## src/rtl/mc_ctrl_pkg.sv

```systemverilog
// Shared encodings for the multicycle main control unit.
// State codes, opcodes, ALUOp and mux-select encodings.
package mc_ctrl_pkg;

  typedef enum logic [3:0] {
    S_FETCH  = 4'd0,
    S_DECODE = 4'd1,
    S_MEMADR = 4'd2,
    S_MEMRD  = 4'd3,
    S_MEMWB  = 4'd4,
    S_MEMWR  = 4'd5,
    S_EXEC   = 4'd6,
    S_ALUWB  = 4'd7,
    S_BRANCH = 4'd8,
    S_JUMP   = 4'd9,
    S_ADDIEX = 4'd10,
    S_ADDIWB = 4'd11
  } state_t;

  localparam logic [5:0] OP_RTYPE = 6'b000000;
  localparam logic [5:0] OP_LW    = 6'b100011;
  localparam logic [5:0] OP_SW    = 6'b101011;
  localparam logic [5:0] OP_BEQ   = 6'b000100;
  localparam logic [5:0] OP_J     = 6'b000010;
  localparam logic [5:0] OP_ADDI  = 6'b001000;

  localparam logic [1:0] ALUOP_ADD   = 2'b00;
  localparam logic [1:0] ALUOP_SUB   = 2'b01;
  localparam logic [1:0] ALUOP_FUNCT = 2'b10;

  localparam logic [1:0] SRCB_B     = 2'b00;
  localparam logic [1:0] SRCB_FOUR  = 2'b01;
  localparam logic [1:0] SRCB_IMM   = 2'b10;
  localparam logic [1:0] SRCB_IMMSH = 2'b11;

  localparam logic [1:0] PCSRC_ALU    = 2'b00;
  localparam logic [1:0] PCSRC_ALUOUT = 2'b01;
  localparam logic [1:0] PCSRC_JUMP   = 2'b10;

endpackage

```

## src/rtl/mc_output_decode.sv

```systemverilog
// Moore output decode: state (+zero for pc_en) to datapath strobes.
// Optional ADDI states built only with MC_ADDI_EN defined.
module mc_output_decode
  import mc_ctrl_pkg::*;
(
  input  state_t     st,
  input  logic       rst_n,
  input  logic       zero,
  output logic       pc_write,
  output logic       pc_write_cond,
  output logic       pc_en,
  output logic       i_or_d,
  output logic       mem_read,
  output logic       mem_write,
  output logic       ir_write,
  output logic       reg_write,
  output logic       mem_to_reg,
  output logic       reg_dst,
  output logic       alu_src_a,
  output logic [1:0] alu_src_b,
  output logic [1:0] pc_source,
  output logic [1:0] alu_op,
  output logic       instr_done
);

  // Per-state strobes; everything held low while reset is asserted.
  always_comb begin
    pc_write      = 1'b0;
    pc_write_cond = 1'b0;
    i_or_d        = 1'b0;
    mem_read      = 1'b0;
    mem_write     = 1'b0;
    ir_write      = 1'b0;
    reg_write     = 1'b0;
    mem_to_reg    = 1'b0;
    reg_dst       = 1'b0;
    alu_src_a     = 1'b0;
    alu_src_b     = SRCB_B;
    pc_source     = PCSRC_ALU;
    alu_op        = ALUOP_ADD;
    instr_done    = 1'b0;
    if (rst_n) begin
      case (st)
        S_FETCH: begin
          mem_read  = 1'b1;
          ir_write  = 1'b1;
          alu_src_b = SRCB_FOUR;
          pc_write  = 1'b1;
        end
        S_DECODE: begin
          alu_src_b = SRCB_IMMSH;
        end
        S_MEMADR: begin
          alu_src_a = 1'b1;
          alu_src_b = SRCB_IMM;
        end
        S_MEMRD: begin
          mem_read = 1'b1;
          i_or_d   = 1'b1;
        end
        S_MEMWB: begin
          reg_write  = 1'b1;
          mem_to_reg = 1'b1;
          instr_done = 1'b1;
        end
        S_MEMWR: begin
          mem_write  = 1'b1;
          i_or_d     = 1'b1;
          instr_done = 1'b1;
        end
        S_EXEC: begin
          alu_src_a = 1'b1;
          alu_op    = ALUOP_FUNCT;
        end
        S_ALUWB: begin
          reg_write  = 1'b1;
          reg_dst    = 1'b1;
          instr_done = 1'b1;
        end
        S_BRANCH: begin
          alu_src_a     = 1'b1;
          alu_op        = ALUOP_SUB;
          pc_write_cond = 1'b1;
          pc_source     = PCSRC_ALUOUT;
          instr_done    = 1'b1;
        end
        S_JUMP: begin
          pc_write   = 1'b1;
          pc_source  = PCSRC_JUMP;
          instr_done = 1'b1;
        end
`ifdef MC_ADDI_EN
        S_ADDIEX: begin
          alu_src_a = 1'b1;
          alu_src_b = SRCB_IMM;
        end
        S_ADDIWB: begin
          reg_write  = 1'b1;
          instr_done = 1'b1;
        end
`endif
        default: ;
      endcase
    end
  end

  assign pc_en = pc_write | (pc_write_cond & zero);

endmodule

```

## src/rtl/multicycle_main_control.sv

```systemverilog
// Multicycle MIPS-subset main control: state register + next state.
// Define MC_ADDI_EN to build the ADDIEX/ADDIWB path for addi.
module multicycle_main_control
  import mc_ctrl_pkg::*;
#(
  parameter int OPC_W = 6
) (
  input  logic             clk,
  input  logic             rst_n,
  input  logic [OPC_W-1:0] opcode,
  input  logic             zero,
  output logic             pc_write,
  output logic             pc_write_cond,
  output logic             pc_en,
  output logic             i_or_d,
  output logic             mem_read,
  output logic             mem_write,
  output logic             ir_write,
  output logic             reg_write,
  output logic             mem_to_reg,
  output logic             reg_dst,
  output logic             alu_src_a,
  output logic [1:0]       alu_src_b,
  output logic [1:0]       pc_source,
  output logic [1:0]       alu_op,
  output logic             instr_done,
  output logic             illegal_op,
  output logic [3:0]       state
);

  state_t state_q;
  state_t state_d;
  logic   illegal_d;

  // State register with synchronous active-low reset to FETCH.
  always_ff @(posedge clk) begin
    if (!rst_n) state_q <= S_FETCH;
    else        state_q <= state_d;
  end

  // Next state; opcode only matters in DECODE and MEMADR.
  always_comb begin
    state_d   = S_FETCH;
    illegal_d = 1'b0;
    case (state_q)
      S_FETCH:  state_d = S_DECODE;
      S_DECODE: begin
        case (opcode)
          OP_RTYPE: state_d = S_EXEC;
          OP_LW:    state_d = S_MEMADR;
          OP_SW:    state_d = S_MEMADR;
          OP_BEQ:   state_d = S_BRANCH;
          OP_J:     state_d = S_JUMP;
`ifdef MC_ADDI_EN
          OP_ADDI:  state_d = S_ADDIEX;
`endif
          default:  illegal_d = 1'b1;
        endcase
      end
      S_MEMADR:
        state_d = (opcode == OP_SW) ? S_MEMWR : S_MEMRD;
      S_MEMRD:  state_d = S_MEMWB;
      S_EXEC:   state_d = S_ALUWB;
`ifdef MC_ADDI_EN
      S_ADDIEX: state_d = S_ADDIWB;
`endif
      default:  state_d = S_FETCH;
    endcase
  end

  assign illegal_op = illegal_d & rst_n;
  assign state      = state_q;

  mc_output_decode u_dec (
    .st            (state_q),
    .rst_n         (rst_n),
    .zero          (zero),
    .pc_write      (pc_write),
    .pc_write_cond (pc_write_cond),
    .pc_en         (pc_en),
    .i_or_d        (i_or_d),
    .mem_read      (mem_read),
    .mem_write     (mem_write),
    .ir_write      (ir_write),
    .reg_write     (reg_write),
    .mem_to_reg    (mem_to_reg),
    .reg_dst       (reg_dst),
    .alu_src_a     (alu_src_a),
    .alu_src_b     (alu_src_b),
    .pc_source     (pc_source),
    .alu_op        (alu_op),
    .instr_done    (instr_done)
  );

endmodule

```

## config.mk

```make
export PLATFORM = sky130hd
export DESIGN_NAME = multicycle_main_control
export DESIGN_NICKNAME = d
export VERILOG_FILES = /design/src/rtl/mc_ctrl_pkg.sv /design/src/rtl/mc_output_decode.sv /design/src/rtl/multicycle_main_control.sv
export SDC_FILE = /design/constraint.sdc
export NUM_CORES = 1
export LEC_CHECK = 0
export CORE_MARGIN = 2
export CORE_UTILIZATION = 36
export CTS_CLUSTER_SIZE = 28
export DETAILED_ROUTE_END_ITERATION = 6
export GPL_TIMING_DRIVEN = 0
export PLACE_DENSITY = 0.75
export SLEW_MARGIN = 40
export SYNTH_ARGS = -nofsm -noshare
export SYNTH_HDL_FRONTEND = slang
export SYNTH_SLANG_ARGS = --single-unit
```

## constraint.sdc

```tcl
create_clock -name clk -period 1.5 [get_ports clk]
set_input_delay 0.225 -clock clk [delete_from_list [all_inputs] [get_ports clk]]
set_output_delay 0.225 -clock clk [all_outputs]
set_load 0.02 [all_outputs]
```

* Word-level counts from Yosys, hierarchy flattened
Index checks and enable logic that the tools add are counted.
Operators by class: $lt $le $gt $ge 0, reduce and logical (&&, ||, !) cells 10, muxes and demuxes 33, div/mod/pow operators 0, eq/ne operators 13, multiply operators 0, shifts and indexed selects 0, bitwise operators 3, $add $sub $neg 0
Operators by type and width (number):
- $mux 1 | 24
- $pmux 4 s5 | 1
- $eq 4x3->1 const B | 4
- $pmux 4 s4 | 1
- $eq 6x6->1 const B | 2
- $reduce_or 2->1 | 5
- $reduce_or 5->1 | 2
- $eq 4x2->1 const B | 2
- $eq 4x4->1 const B | 2
- $pmux 2 s2 | 2
- $eq 6x2->1 const B | 1
- $eq 6x3->1 const B | 1
- $logic_not 6->1 | 1
- $mux 2 | 3
- $pmux 2 s3 | 1
- $eq 4x1->1 const B | 1
- $logic_not 4->1 | 1
- $mux 3 | 1
- $reduce_or 3->1 | 1
- $and 1x1->1 | 2
- $or 1x1->1 | 1
Storage, ports and cells: word-level logic and storage cells 60, bits in read-only memories 0, memory bits (writable) 0, memories kept 0, bits in latches 0, bits of input ports 9, register bits after elaboration 4, output and inout bits 23

* Depth between registers and ports, before layout
word-level depth 5, mapped depth 5, gate-level depth less buffers 3

* Cells and area by module
Synthesis repeated with hierarchy kept, for this count alone.
Second synthesis, totals: cell total of the unflattened synthesis 66, area total of the unflattened synthesis 496.7 um^2
By module, submodules not included:
- multicycle_main_control | sequential area each 80.1 um^2, area each 261.5 um^2, instances 1, cells an instance 29
- mc_output_decode | sequential area each 0.0 um^2, area each 235.2 um^2, instances 1, cells an instance 37

* Worst setup path before layout
OpenSTA, ideal clock, no wires.
path type register to output, start point register state_q[3], in the netlist state[3], end point output alu_op[0], cell stages (with the launch flop) 5, path slack -0.314 ns, buffers on the path 2, arrival time 1.589 ns, data required time 1.275 ns, cells stage by stage dfxtp_1 -> buf_2 -> nand2_1 -> nor3_1 -> buf_4
On the way: word-level cells in the longest chain between the ends 3, elaborated cells on any way between the ends 4, classes of those cells eq/ne (2); mux (2)
RTL lines:
- from (decl) | line multicycle_main_control.sv:31 | state_t state_q;
- from (signal assigned) | line multicycle_main_control.sv:38 | else state_q <= state_d;
- $eq 4x4->1 / $eq 4x3->1 (equally long branches) | line mc_output_decode.sv:43 | case (st)
- $pmux 2 s2 * | line mc_output_decode.sv:43
- $mux 2 * | line mc_output_decode.sv:42 | if (rst_n) begin
- to (decl) | line multicycle_main_control.sv:25 | output logic [1:0] alu_op,
Every way passes the cells marked *; elsewhere a longest branch is shown, timed or not.

* Worst setup path in the final report
start point register state_q[1], in the netlist state[1], end point output alu_src_a
On the way: word-level cells in the longest chain between the ends 4, elaborated cells on any way between the ends 6, classes of those cells eq/ne (3); mux (2); reduce/logical (1)
RTL lines:
- $eq 4x2->1, or another cell as far along | line mc_output_decode.sv:43
- $reduce_or 3->1 (no source line) *
- $mux 1 * | line mc_output_decode.sv:43
- $mux 1 * | line mc_output_decode.sv:42
- to (decl) | line multicycle_main_control.sv:22 | output logic alu_src_a,
Marked as above.

==> qor.yml <==
outcome:
  status: "finished, violations left"
  failed_checks: "setup timing"
timing:
  setup_viol: 13
  rsz0062_at_grt: "true"
  final.min_clock_period_ps: 1620
  timing.final.ws_setup_ps: -123
  skew_ps: 2.59
  slew_viol_final: 0
  post-route-period-util_pct: 108
  hold_ws_ps: 497
  tns_ps: -918
  tightest_slew_ps: 379
  final_hold_viol_count: 0
  max_clock_freq_mhz: 616
  slew_headroom_pct: 74.7
logic_synthesis:
  ys_seq_area_share_pct: 15.1
  synth_top_area_cell: "dfxtp_1"
  synth.distinct_cells: 30
  yosys_warnings: 0
  postSynthCellCount: 73
  synth_top_area_share_pct: 15.1
  synthArstFlopShare_pct: 0
  synth_fp_nets: 82
  syn_area_sq_um: 531
  synth-edff-count: 0
  synthFlopType: "dfxtp_1"
  ys_top_cells_by_count: "and3_1, nand2_1, nor2b_1"
  syn_avg_cell_area_sq_um: 7.27
  ys_ff_latch: 4
  synthTopCellsByArea: "dfxtp_1, and3_1, nor2b_1"
grt:
  overflow: 0
  grt_pass1_vias: 653
  grt_use_total_pct: 19.8
  grt_max_degree: 11
  grt_pass1_wl_um: 2860
  antenna_found_initial: 0
routing:
  wire_per_inst_um: 16.2
  drtPass1Iterations: 4
  viasPerCell: 5.36
  drc: 0
  first_iter_violations: 10
  num_vias: 740
  routed_wl_um: 2240
  ant_nets: 0
place:
  io_buffers: 31
  dpl_cell_area_sq_um: 881
  dp_hpwl_um: 1110
  placed_cells: 119
  gp_congestion: 0.761
cells_and_area:
  drive_gt1_share_pct: 60.2
  largest_register_ff_count: 4
  diodes: 0
  fin_cells: 138
  area_delta_synth_final_pct: 108
  fin_nets: 134
  design_area_sq_um: 1110
die:
  initial_core_util_pct: 39.8
  fp.dieH_um: 42.4
  std_cell_rows: 13
  fp.dieW_um: 42.4
  die_area_sq_um: 1800
  coreArea_sq_um: 1330
  io-pin-count: 32
critical_path:
  cp_slowest_stage_delay_ps: 360
  slowest_stage: "dfxtp_4"
  required_ps: 1270
  startpoint_type: "flip-flop"
  cp_num_buf_inv: 3
  path_common_cell: "buf_2"
  crit_family: "buffers and inverters"
  path_class: "flip-flop to primary output"
  crit_fanout: 4
  path_cells: "buf_4 > buf_2 > nor2b_1 > o211a_1 > buf_2"
  endpoint_kind: "primary output"
  crit_arrival_ps: 1400
hold_path:
  holdCritPathClass: "input port to flip-flop"
pwr:
  power_density_nw_per_um2: 363
  leakagePower_nw: 0.523
  max-vdd-ir-drop_uv: 428
  pwr-share-comb_pct: 40.1
  report.power.total_uw: 402
  p_seq_share_pct: 28.7
  power.internal_uw: 268
  p_sw_share_pct: 33.3
  p_sw_uw: 134
  pwr-share-clk_pct: 31.1
clock_tree:
  clock_path_buffers: 2
  cts-root-buf: "clkbuf_4"
  clock_latency_ps: 230
  cts.sinks: 4
  cts-buffers-inserted: 3
  cts_hold_buf: 0
  cts_tree: "done"
  cts_max_level: 1
  path_clk_slew_ps: 30
job:
  maxCapViolCount: 0
[cells by family after synthesis]
kind of cell	after synthesis	share of synthesized area, %
and+or+nand+nor	42	50.5
AOI/OAI and AO/OA	12	16.7
buffers and inverters	11	11.1
xor gates and xnor gates	4	6.60
DFF	4	15.1
[final timing paths]
check | from | endpoint | slack, ps | cells after the start
worst max-delay path | state[1] | alu_src_a | -120 | 5
worst min-delay path | opcode[1] | state[0] | 500 | 3
worst max register to register | state[1] | state[1] | 140 | 6
worst min register to register | state[0] | state[0] | 690 | 2
[placed cells by master, fill, tap and decap left out, types with 2 or more instances in the layout]
cell type | Yosys | routed
clkbuf_4 | 0 | 3
inv_1 | 5 | 5
buf_2 | 2 | 6
nor2b_2 | 0 | 2
xor2_1 | 3 | 2
o21ai_0 | 2 | 2
and3_1 | 6 | 4
nor2_1 | 5 | 2
buf_6 | 0 | 12
clkdlybuf4s50_1 | 0 | 4
buf_4 | 4 | 22
nor2_2 | 0 | 2
nand2b_1 | 2 | 2
and3_4 | 0 | 2
dlygate4sd2_1 | 0 | 7
nor2b_1 | 6 | 2
nor2b_4 | 1 | 3
nand4_1 | 2 | 2
nand2_1 | 6 | 4
nand2_2 | 0 | 2
a21oi_1 | 4 | 2
dfxtp_4 | 0 | 2
a21oi_2 | 0 | 2
nor3_2 | 1 | 3
nor2_4 | 1 | 2
[power by group through the flow]
stage                     clock (mW)  sequential (mW)  combinational [mW]
after global placement             0            0.117               0.148
after global routing           0.139            0.116               0.172
after detailed placement           0            0.116               0.149
after CTS                      0.129            0.115               0.147
final                          0.125            0.115               0.161
after floorplan                    0            0.118              0.0761
[area by class of cell]
type / count / area (sq um)
multi-input combinational: 58 / 505
fill: 90 / 228
buffer: 6 / 63.8
inverter: 5 / 18.8
timing repair buffer: 47 / 388
sequential: 4 / 88.8
clock buffer: 3 / 22.5
tap: 15 / 18.8
[timing repair]
item	CTS	global route
resized for setup	113	31
setup endpoints to repair	20	18
pin swaps	3	5
gates cloned	1	0
setup buffers	7	8
[worst min-delay path: stages]
cell and delay (ps):
dlygate4sd2_1 290, nand3_1 100, a21oi_1 70
[stage by stage]
step,setup slack (ps),util (%)
after floorplan,-78.0,-
after global placement,-699,66.0
after detailed placement,-711,66.0
after CTS,-78.5,74.1
after global routing,-165,82.9
final,-123,82.9
[per-layer routing]
layer / vias to the layer above / part of all wire, % / global-route usage (%)
met5: - / 0 / 0
met4: 0 / 1.7 / 3.75
met3: 4 / 6.4 / 0.862
met2: 40 / 56 / 39.4
met1: 338 / 36 / 22.7
li1: 358 / - / -
Power figures use the tool's default switching activity.
